**src/rtl/booth_multiplier32.sv**
```systemverilog
// booth_multiplier32 - iterative 32x32 -> 64-bit multiplier, one radix-2 Booth
// step per clock, using a 32-bit adder/subtractor for the accumulator update.
//
// Ports:
//   clk, reset    rising-edge clock, synchronous active-high reset
//   start         request, sampled only while idle
//   multiplicand  operand M, captured on the accepted start
//   multiplier    operand Q, captured on the accepted start
//   is_signed     signed/unsigned select (only with MUL_UNSIGNED_EN)
//   busy          high while an operation is running or completing
//   done          one-cycle completion pulse
//   product       64-bit result, held until the next completion or reset
//   overflow      product does not fit in 32 bits (signed or unsigned sense)
//
// Optional feature macro: MUL_UNSIGNED_EN adds the is_signed port and an
// unsigned shift-add mode. Without it the unit is always signed Booth.
module booth_multiplier32 #(
  parameter int ITER = 32
) (
  input  logic        clk,
  input  logic        reset,
  input  logic        start,
  input  logic [31:0] multiplicand,
  input  logic [31:0] multiplier,
`ifdef MUL_UNSIGNED_EN
  input  logic        is_signed,
`endif
  output logic        busy,
  output logic        done,
  output logic [63:0] product,
  output logic        overflow
);

  typedef enum logic [1:0] {IDLE, RUN, DONE} state_t;

  state_t      state, state_nxt;
  logic [31:0] m_q, a_q, q_q;
  logic        q1_q;
  logic [5:0]  cnt_q;
  logic        signed_mode;

`ifdef MUL_UNSIGNED_EN
  logic        sgn_q;
  assign signed_mode = sgn_q;
`else
  assign signed_mode = 1'b1;
`endif

  // Adder/subtractor datapath: a=A, b=M
  logic [31:0] add_a, add_b, bx, sum;
  logic        subtract, carryout, add_ovf;

  assign bx = subtract ? ~add_b : add_b;
  assign {carryout, sum} = {1'b0, add_a} + {1'b0, bx} + {32'b0, subtract};
  // Signed overflow = carry into MSB xor carry out of MSB.
  assign add_ovf = carryout ^ sum[31] ^ add_a[31] ^ bx[31];

  // One iteration: decode, optional add/sub, then shift right by one.
  logic        do_add, msb;
  logic [31:0] new_a, a_nxt, q_nxt;
  logic [63:0] prod_nxt;

  always_comb begin
    add_a    = a_q;
    add_b    = m_q;
    subtract = 1'b0;
    do_add   = 1'b0;
    if (signed_mode) begin
      case ({q_q[0], q1_q})
        2'b01:   do_add = 1'b1;
        2'b10:   begin do_add = 1'b1; subtract = 1'b1; end
        default: do_add = 1'b0;
      endcase
    end else begin
      do_add = q_q[0];
    end
    new_a = do_add ? sum : a_q;
    // Shifted-in MSB: true sign of A (signed) or adder carry (unsigned).
    if (signed_mode)
      msb = do_add ? (sum[31] ^ add_ovf) : a_q[31];
    else
      msb = do_add ? carryout : 1'b0;
    a_nxt    = {msb, new_a[31:1]};
    q_nxt    = {new_a[0], q_q[31:1]};
    prod_nxt = {a_nxt, q_nxt};
  end

  always_comb begin
    state_nxt = state;
    case (state)
      IDLE:    if (start) state_nxt = RUN;
      RUN:     if (cnt_q == 6'(ITER - 1)) state_nxt = DONE;
      DONE:    state_nxt = IDLE;
      default: state_nxt = IDLE;
    endcase
  end

  assign busy = (state != IDLE);
  assign done = (state == DONE);

  always_ff @(posedge clk) begin
    if (reset) begin
      state    <= IDLE;
      m_q      <= '0;
      a_q      <= '0;
      q_q      <= '0;
      q1_q     <= 1'b0;
      cnt_q    <= '0;
      product  <= '0;
      overflow <= 1'b0;
`ifdef MUL_UNSIGNED_EN
      sgn_q    <= 1'b1;
`endif
    end else begin
      state <= state_nxt;
      case (state)
        IDLE: if (start) begin
          a_q   <= '0;
          q_q   <= multiplier;
          m_q   <= multiplicand;
          q1_q  <= 1'b0;
          cnt_q <= '0;
`ifdef MUL_UNSIGNED_EN
          sgn_q <= is_signed;
`endif
        end
        RUN: begin
          a_q   <= a_nxt;
          q_q   <= q_nxt;
          q1_q  <= q_q[0];
          cnt_q <= cnt_q + 6'd1;
          if (cnt_q == 6'(ITER - 1)) begin
            product  <= prod_nxt;
            overflow <= signed_mode ? (prod_nxt[63:32] != {32{prod_nxt[31]}})
                                    : (prod_nxt[63:32] != 32'd0);
          end
        end
        default: ;
      endcase
    end
  end

endmodule

```
**config.mk**
```make
export PLATFORM = sky130hd
export DESIGN_NAME = booth_multiplier32
export DESIGN_NICKNAME = d
export VERILOG_FILES = /design/src/rtl/booth_multiplier32.sv
export SDC_FILE = /design/constraint.sdc
export NUM_CORES = 1
export LEC_CHECK = 0
export CAP_MARGIN = 10
export CORE_UTILIZATION = 35
export DETAILED_ROUTE_END_ITERATION = 8
export PLACE_DENSITY_LB_ADDON = 0.3
export SLEW_MARGIN = 20
export SYNTH_ARGS = -nofsm -noshare
export SYNTH_HDL_FRONTEND = slang
export SYNTH_SLANG_ARGS = --single-unit
```
**constraint.sdc**
```tcl
create_clock -name clk -period 4.3 [get_ports clk]
set_clock_uncertainty 0.2 [all_clocks]
set_input_delay 0.43 -clock clk [delete_from_list [all_inputs] [get_ports clk]]
set_output_delay 0.43 -clock clk [all_outputs]
set_load 0.01 [all_outputs]
```
==> results of run 1 <==
==> worst paths after layout <==
check,slack [ns],cells past startpoint,to,startpoint
worst min register to register,0.25,2,product[20]$_SDFFE_PP0P_,product[20]$_SDFFE_PP0P_
worst max-delay path,0.18,17,overflow$_SDFFE_PP0P_,q1_q$_SDFFE_PP0P_
worst min-delay path,0.25,2,product[20]$_SDFFE_PP0P_,product[20]$_SDFFE_PP0P_
worst max register to register,0.18,17,overflow$_SDFFE_PP0P_,q1_q$_SDFFE_PP0P_
==> worst min-delay path: stages, from the launching register on <==
cell,delay (ns)
dfxtp_1,0.31
nand2_1,0.05
a21oi_1,0.05
==> state kept, by name (all words and copies together), names as in the netlist <==
register,count
a_q,32
add_b,32
cnt_q,6
overflow,1
product,64
q1_q,1
q_q,32
state,2
==> placed cells by master (no fill, tap or decap), types with 6 or more instances in the layout <==
master | netlist | routed
xor2_1 | 43 | 41
o21ai_0 | 30 | 27
a211oi_1 | 15 | 14
xnor2_1 | 14 | 12
a21oi_1 | 138 | 133
clkbuf_16 | 0 | 17
nand2_1 | 211 | 210
mux2i_1 | 10 | 10
a31oi_1 | 13 | 13
clkdlybuf4s50_1 | 0 | 132
a21o_1 | 12 | 12
and2_1 | 9 | 9
nor2b_1 | 9 | 9
ha_1 | 33 | 31
buf_4 | 3 | 93
nand3_1 | 32 | 32
nor3_1 | 21 | 18
inv_1 | 9 | 8
nor4_1 | 35 | 33
nor2_1 | 205 | 205
dfxtp_1 | 170 | 168
nand2b_1 | 8 | 7
nand4_1 | 6 | 6
==> power by group <==
group | total (mW) | switching [mW] | internal (mW)
registers | 1.69 | 0.0526 | 1.64
logic | 0.964 | 0.532 | 0.432
clock network | 1.56 | 0.687 | 0.878
total | 4.22 | 1.27 | 2.95
==> cell type report <==
| cell class | instances | area share, % |
|---|---|---|
| inverter | 10 | 0.310 |
| clock buffer | 19 | 3.66 |
| timing repair buffer | 232 | 17.6 |
| tap | 330 | 3.41 |
| clock inverter | 12 | 1.14 |
| sequential | 170 | 28.1 |
| multi-input combinational | 943 | 45.8 |
==> per-layer routing <==
layer / global-route usage (%) / routed length, um
met1: 28.8 / 13300
met2: 30.0 / 11600
met3: 2.64 / 1390
met4: 5.22 / 319
met5: 0 / 0
==> through the flow <==
step / total power, mW / utilization, % / cells / instance area (sq um)
2_1_floorplan: 2.27 / - / 1213 / 9130
3_3_place_gp: 2.61 / 44.2 / 1676 / 11200
3_5_place_dp: 2.62 / 44.2 / 1676 / 11200
4_1_cts: 4.18 / 46.6 / 1708 / 11800
5_1_grt: 4.40 / 47.7 / 1716 / 12100
6_report: 4.22 / 47.7 / 1716 / 12100
==> timing repair <==
item                                    CTS  global route
endpoints found under the setup margin    1             5
hold endpoints to repair                  0             0
pin swaps                                 4            25
buffers inserted                          1             8
resized for setup                         3            45
==> logic make-up after synthesis <==
| group | Yosys count |
|---|---|
| flops | 170 |
| fa+ha+maj | 34 |
| buf+inv | 100 |
| compound gates | 276 |
| xor+xnor | 57 |
| simple gates | 560 |
| mux | 16 |
==> results by group, run 1 <==
Routing
  • DR iter-0 viols: ~800
  • Via count: just under 9,000
  • Drt pass-1 iters: 6
  • Post-route ant nets: 0
  • DR DRC count: 0
  • Routed WL: approximately 27 mm
  • Vias/cell: between 5 and 6
  • Wire per inst: 15.5 um

Logic synthesis
  • Mapped cell area: around 0.009 sq mm
  • Area share of xor/xnor cells in the synthesized design: under 10%
  • EDFF count, synth: 0
  • Multiplexer share of the synthesized area: 1.92%
  • Synth Register Bits: 170
  • Most common flop cell mapped by yosys: dfxtp_1
  • Synth cell types: 81
  • Area contributors post-synth: dfxtp_1 37%, nand2_1 8.7%, nor2_1 8.4%, a21oi_1 7.6%, ha_1 4.5%
  • Largest family of logic cells by synthesized area: simple AND/OR/NAND/NOR gates
  • Seq/Total Area, Yosys: a little under two fifths
  • Syn Area/Cell: roughly 7.5 sq um
  • Top-area cell type share of the netlist area: 37.3%
  • Ys async rst share: 0%
  • Cell with the most instances after synthesis: nand2_1
  • Largest area contributor in the netlist: dfxtp_1
  • Net Count, Synth: ~1,300
  • Syn Inst Count: ~1,200
  • Synth Area in Simple Gates: 27.0%
  • Most frequent cells after synthesis: 211 x nand2_1, 205 x nor2_1, 170 x dfxtp_1
  • YS warnings: 0
  • Area fraction in compound gates after synthesis: between 10% and 20%
  • Adder-cell share of the synthesized area: 4.74%

Critical path
  • Max incr delay on CP: 0.54 ns
  • Startpoint Class: register
  • Worst EP required: roughly 4.4 ns
  • Critical path class: register to register
  • CP cell instances: inv_2 -> ha_4 -> buf_8 -> xor2_1 -> ha_1 -> buf_4 -> nand4_2 -> o221ai_2 -> a21oi_4 -> a22oi_2 -> a41o_2 -> mux2_4 -> nand2_2 -> or4b_4 -> a2111oi_4 -> a311oi_1 -> a211o_1
  • Critical Path Slowest Stage Cell: or4b_4
  • Critical path arrival: roughly 4.2 ns
  • Worst Path Buf+Inv: 3
  • CP Capture Type: register
  • CP top delay family: compound AO/OA/AOI/OAI gates
  • CP max FO: 8

Cells and area
  • Area of the multi-input gates: ~0.0056 sq mm
  • Nets: 1,475
  • # diodes: 0
  • Area growth, synth to finish: 32.8%
  • Layout cells sized above 1: ~14%
  • Filler Cell Count: approximately 2,600
  • Sequential cell area: approximately 0.0034 sq mm

CTS
  • Clock Latency Late Sink: ~0.43 ns
  • CTS Buf Count: 17
  • CTS tree: done
  • Worst-path clk slew: roughly 0.07 ns
  • Clk buf depth: 2
  • Htree depth: 4
  • Clk sinks: 170
  • Root buf cell: clkbuf_16
  • CTS Hold Bufs: 0

Die
  • Die H: roughly 160 um
  • # rows: 58
  • Initial cell density of the core: around 36%
  • Die area: between 0.02 and 0.03 sq mm
  • Core Box Area: roughly 0.025 sq mm
  • Boundary Pins: between 100 and 150
  • Die width: between 150 and 200 um

Power and ir drop
  • Largest vdd supply drop: roughly 0.23 mV
  • Cell leakage power: between 4 and 5 nW
  • Pwr dens: 348 mW/mm^2

Timing
  • Fin crit period: about 4.1 ns
  • Final TNS setup: 0 ns
  • Setup-failing EPs final: 0
  • Final hold slack: 0.253 ns
  • Hold Violations, Final: 0
  • Fin crit share: a little over nine tenths
  • Least-Margin Pin Slew: ~0.83 ns
  • Relative slew slack: about 44%
  • Post-route setup slack: 0.178 ns
  • Max Slew Vio Count: 0
  • Fmax: 243 MHz

Placed design
  • Place WS: -0.0618 ns
  • Routability cong.: 0.887
  • DP Wirelength: 18.9 mm
  • PortBufs: about 130

Global route
  • Largest net degree at the start of global routing: 94
  • Initial antenna violation count: 0
  • Total track usage: 19.7%
  • First-pass GRT wire length: around 42 mm
  • Total grt overflow: 0
  • Via count of the first global-routing pass: roughly 8,000

Run status
  • Status: finished clean

Job
  • Max cap viols: 0

Min path
  • Worst min path class: register to register
Note: power is estimated with default switching activity, not from simulation.
==> run 2: changes to the inputs <==
CAP_MARGIN = 20   (was 10)
==> results of run 2 <==
No change in the layout: final DEF, timing and power equal those of run 1.
==> run 3: changes to the inputs <==
CTS_CLUSTER_SIZE = 25   (was unset)
SETUP_SLACK_MARGIN = 0.4   (was unset)
==> run 3 against run 2 <==
  * Routed wire length up 1.9%
  * Combinational power rose by 2%
  * Die area stayed put
  * Final cell count grew 0.41%
  * Non-clock buffer count rose by 6
  * Sequential power barely moved
  * Utilization up 0.57 points
  * Sequential share of layout area is 0.33 points lower
  * Sequential cell count unchanged
  * Count of clock-buffer cells in the layout fell by 2
  * Critical path depth unchanged
  * Fmax fell by 0.56%
  * Critical endpoint unchanged
  * Largest cell class unchanged
  * Largest power group unchanged
==> results by group, run 3 (same netlist as run 1, synthesis figures left out) <==
Die
  • Initial cell density of the core: 35.9% (unchanged)
  • Die area: 0.0267 sq mm (unchanged)
  • # rows: 58 (unchanged)
  • Die width: 163 um (unchanged)
  • Die H: 163 um (unchanged)
  • Core Box Area: 0.0254 sq mm (unchanged)
  • Boundary Pins: 134 (unchanged)

CTS
  • CTS Hold Bufs: 0 (unchanged)
  • Worst-path clk slew: 0.07 ns (about the same)
  • Clock Latency Late Sink: 0.43 ns (about the same)
  • CTS tree: done
  • Clk sinks: 170 (unchanged)
  • Root buf cell: clkbuf_16
  • Clk buf depth: 2 (unchanged)
  • Htree depth: 4 (unchanged)
  • CTS Buf Count: 17 (unchanged)

Cells and area
  • Max FFs per register: 64 (unchanged)
  • Layout cells sized above 1: 15.6% (+1.5 points)
  • Fin util: 48.3% (+0.57 points)
  • Nets: 1,481 (+0.41%)
  • Layout Cells excl Fill: 1,723 (+0.41%)
  • Most common cell after layout, fill and taps aside: nand2_1
  • Sequential cell area: 0.00341 sq mm (unchanged)
  • Biggest register: product
  • Area of the multi-input gates: 0.00563 sq mm (+1.4%)
  • # diodes: 0 (unchanged)
  • Most frequent cells in the layout: 209 x nand2_1, 205 x nor2_1, 168 x dfxtp_1, 132 x clkdlybuf4s50_1, 126 x a21oi_1
  • Area growth, synth to finish: 34.4%
  • Filler Cell Count: 2,489 (-4.5%)

Placed design
  • Routability cong.: 0.913 (+3.0%)
  • Place WS: -0.129 ns (-0.0670 ns)
  • PortBufs: 133 (unchanged)
  • # placed instances: 1,672 (-0.24%)
  • DP Wirelength: 18.8 mm (-0.57%)

Critical path
  • Worst EP required: 4.42 ns (about the same)
  • Startpoint Class: register
  • Critical Path Slowest Stage Cell: or4b_4
  • CP top delay family: compound AO/OA/AOI/OAI gates
  • Critical path class: register to register
  • CP cell instances: inv_2 -> ha_4 -> buf_4 -> xor2_1 -> ha_1 -> buf_4 -> nand4_1 -> nor2b_4 -> a21oi_4 -> a21boi_2 -> or4b_4 -> and3_4 -> o31ai_4 -> nor4b_4 -> a41o_1 -> a41oi_2 -> a211o_1
  • Max incr delay on CP: 0.52 ns (-0.02 ns)
  • Worst Path Buf+Inv: 3 (unchanged)
  • CP max FO: 8 (unchanged)
  • Critical path arrival: 4.27 ns (+0.03 ns)
  • CP Capture Type: register
  • Critical Path Most Common Cell: buf_4

Timing
  • Fin crit share: 96.4% (+0.54 points)
  • Relative slew slack: 42.5% (-2.0 points)
  • Fmax: 241 MHz (-0.56%)
  • Least-Margin Pin Slew: 0.861 ns (+0.0285 ns)
  • Post-route setup slack: 0.155 ns (-0.0230 ns)
  • Hold Violations, Final: 0 (unchanged)
  • RSZ-0062 raised after global routing: yes
  • Max Slew Vio Count: 0 (unchanged)
  • Final hold slack: 0.254 ns (+0.00115 ns)
  • Setup-failing EPs final: 0 (unchanged)
  • Fin crit period: 4.14 ns (+0.0230 ns)

Global route
  • Total grt overflow: 0 (unchanged)
  • Initial antenna violation count: 0 (unchanged)
  • First-pass GRT wire length: 43.8 mm (+4.2%)
  • Total track usage: 20.5% (+0.83 points)
  • Via count of the first global-routing pass: 8,725 (+9.7%)
  • Largest net degree at the start of global routing: 103 (+9.6%)

Power and ir drop
  • Clock share of power: 37.5% (+0.4 points)
  • Pwr dens: 348 mW/mm^2 (+0.11%)
  • Switching Fraction: 31.8% (+1.7 points)
  • Tot Pwr: 4.27 mW (+1.3%)
  • P_sw: 1.36 mW (+6.9%)
  • Largest vdd supply drop: 0.195 mV (-14%)
  • Cell leakage power: 4.84 nW (+0.76%)
  • Combinational power share: 23.0% (about the same)
  • Sequential fraction of design power: 39.5% (-0.5 points)
  • Total internal power: 2.91 mW (-1.1%)

Run status
  • Status: finished clean

Routing
  • Via count: 8,996 (+0.99%)
  • Wire per inst: 15.7 um (+1.4%)
  • DR DRC count: 0 (unchanged)
  • Post-route ant nets: 0 (unchanged)
  • Routed WL: 27.1 mm (+1.9%)
  • Drt pass-1 iters: 5 (-1)
  • DR iter-0 viols: 667 (-15%)
  • Vias/cell: 5.22 (+0.58%)

Job
  • Max cap viols: 0 (unchanged)

Min path
  • Worst min path class: register to register
==> run 3: changes by cell type in the layout (fill, tap and decap cells not counted), moves of 3 or more <==
| cell | change |
|---|---|
| a21oi_1 | -7 |
| a21oi_2 | +6 |
| buf_4 | +9 |
| clkinv_2 | -3 |
| clkinv_8 | +5 |
| inv_8 | +3 |
==> run 3: worst paths after layout <==
check,endpoint,slack (ns),from,cells past startpoint
worst max-delay path,overflow$_SDFFE_PP0P_,0.16,q1_q$_SDFFE_PP0P_,17
worst min register to register,product[6]$_SDFFE_PP0P_,0.25,product[6]$_SDFFE_PP0P_,2
worst min-delay path,product[6]$_SDFFE_PP0P_,0.25,product[6]$_SDFFE_PP0P_,2
worst max register to register,overflow$_SDFFE_PP0P_,0.16,q1_q$_SDFFE_PP0P_,17
==> run 3: tightest hold or removal path, delay by kind of cell, from the launching register on <==
| family | cells | cell delay [ns] |
|---|---|---|
| AOI/OAI and AO/OA | 1 | 0.05 |
| and+or+nand+nor | 1 | 0.05 |
| DFF | 1 | 0.31 |
==> run 3: cell type report <==
class	instances	area share [%]
clock buffers	17	3.47
well taps	330	3.37
flip-flops and latches	170	27.8
multi-input cells	943	45.9
inverters	10	0.306
clock inverters	15	1.62
repair buffers	238	17.6
==> run 3: through the flow <==
stage               TNS [ns]  area [sq um]
floorplan                  0          9200
global placement     -0.0626         11200
detailed placement    -0.129         11200
CTS                        0         12200
global route               0         12300
finish                     0         12300
==> run 3: power groups by stage <==
stage	sequential [mW]	combinational, mW	clock (mW)
2_1_floorplan	1.70	0.579	0
3_3_place_gp	1.72	0.894	0
3_5_place_dp	1.72	0.901	0
4_1_cts	1.69	0.962	1.64
5_1_grt	1.69	1.08	1.70
6_report	1.69	0.982	1.60
==> run 3: metal layers <==
metal / up-vias / track usage (%) / wire length (um)
met5: - / 0 / 0
met4: 0 / 7.41 / 634
met3: 41 / 3.68 / 1330
met2: 239 / 34.7 / 13000
met1: 4183 / 25.9 / 12200
li1: 4533 / - / -
==> run 3: timing repair <==
| action | 4_1_cts | 5_1_grt |
|---|---|---|
| pin swaps | 35 | 7 |
| gates cloned | 0 | 0 |
| setup endpoints to repair | 14 | 8 |
| resized for setup | 40 | 17 |
| buffers inserted | 18 | 1 |
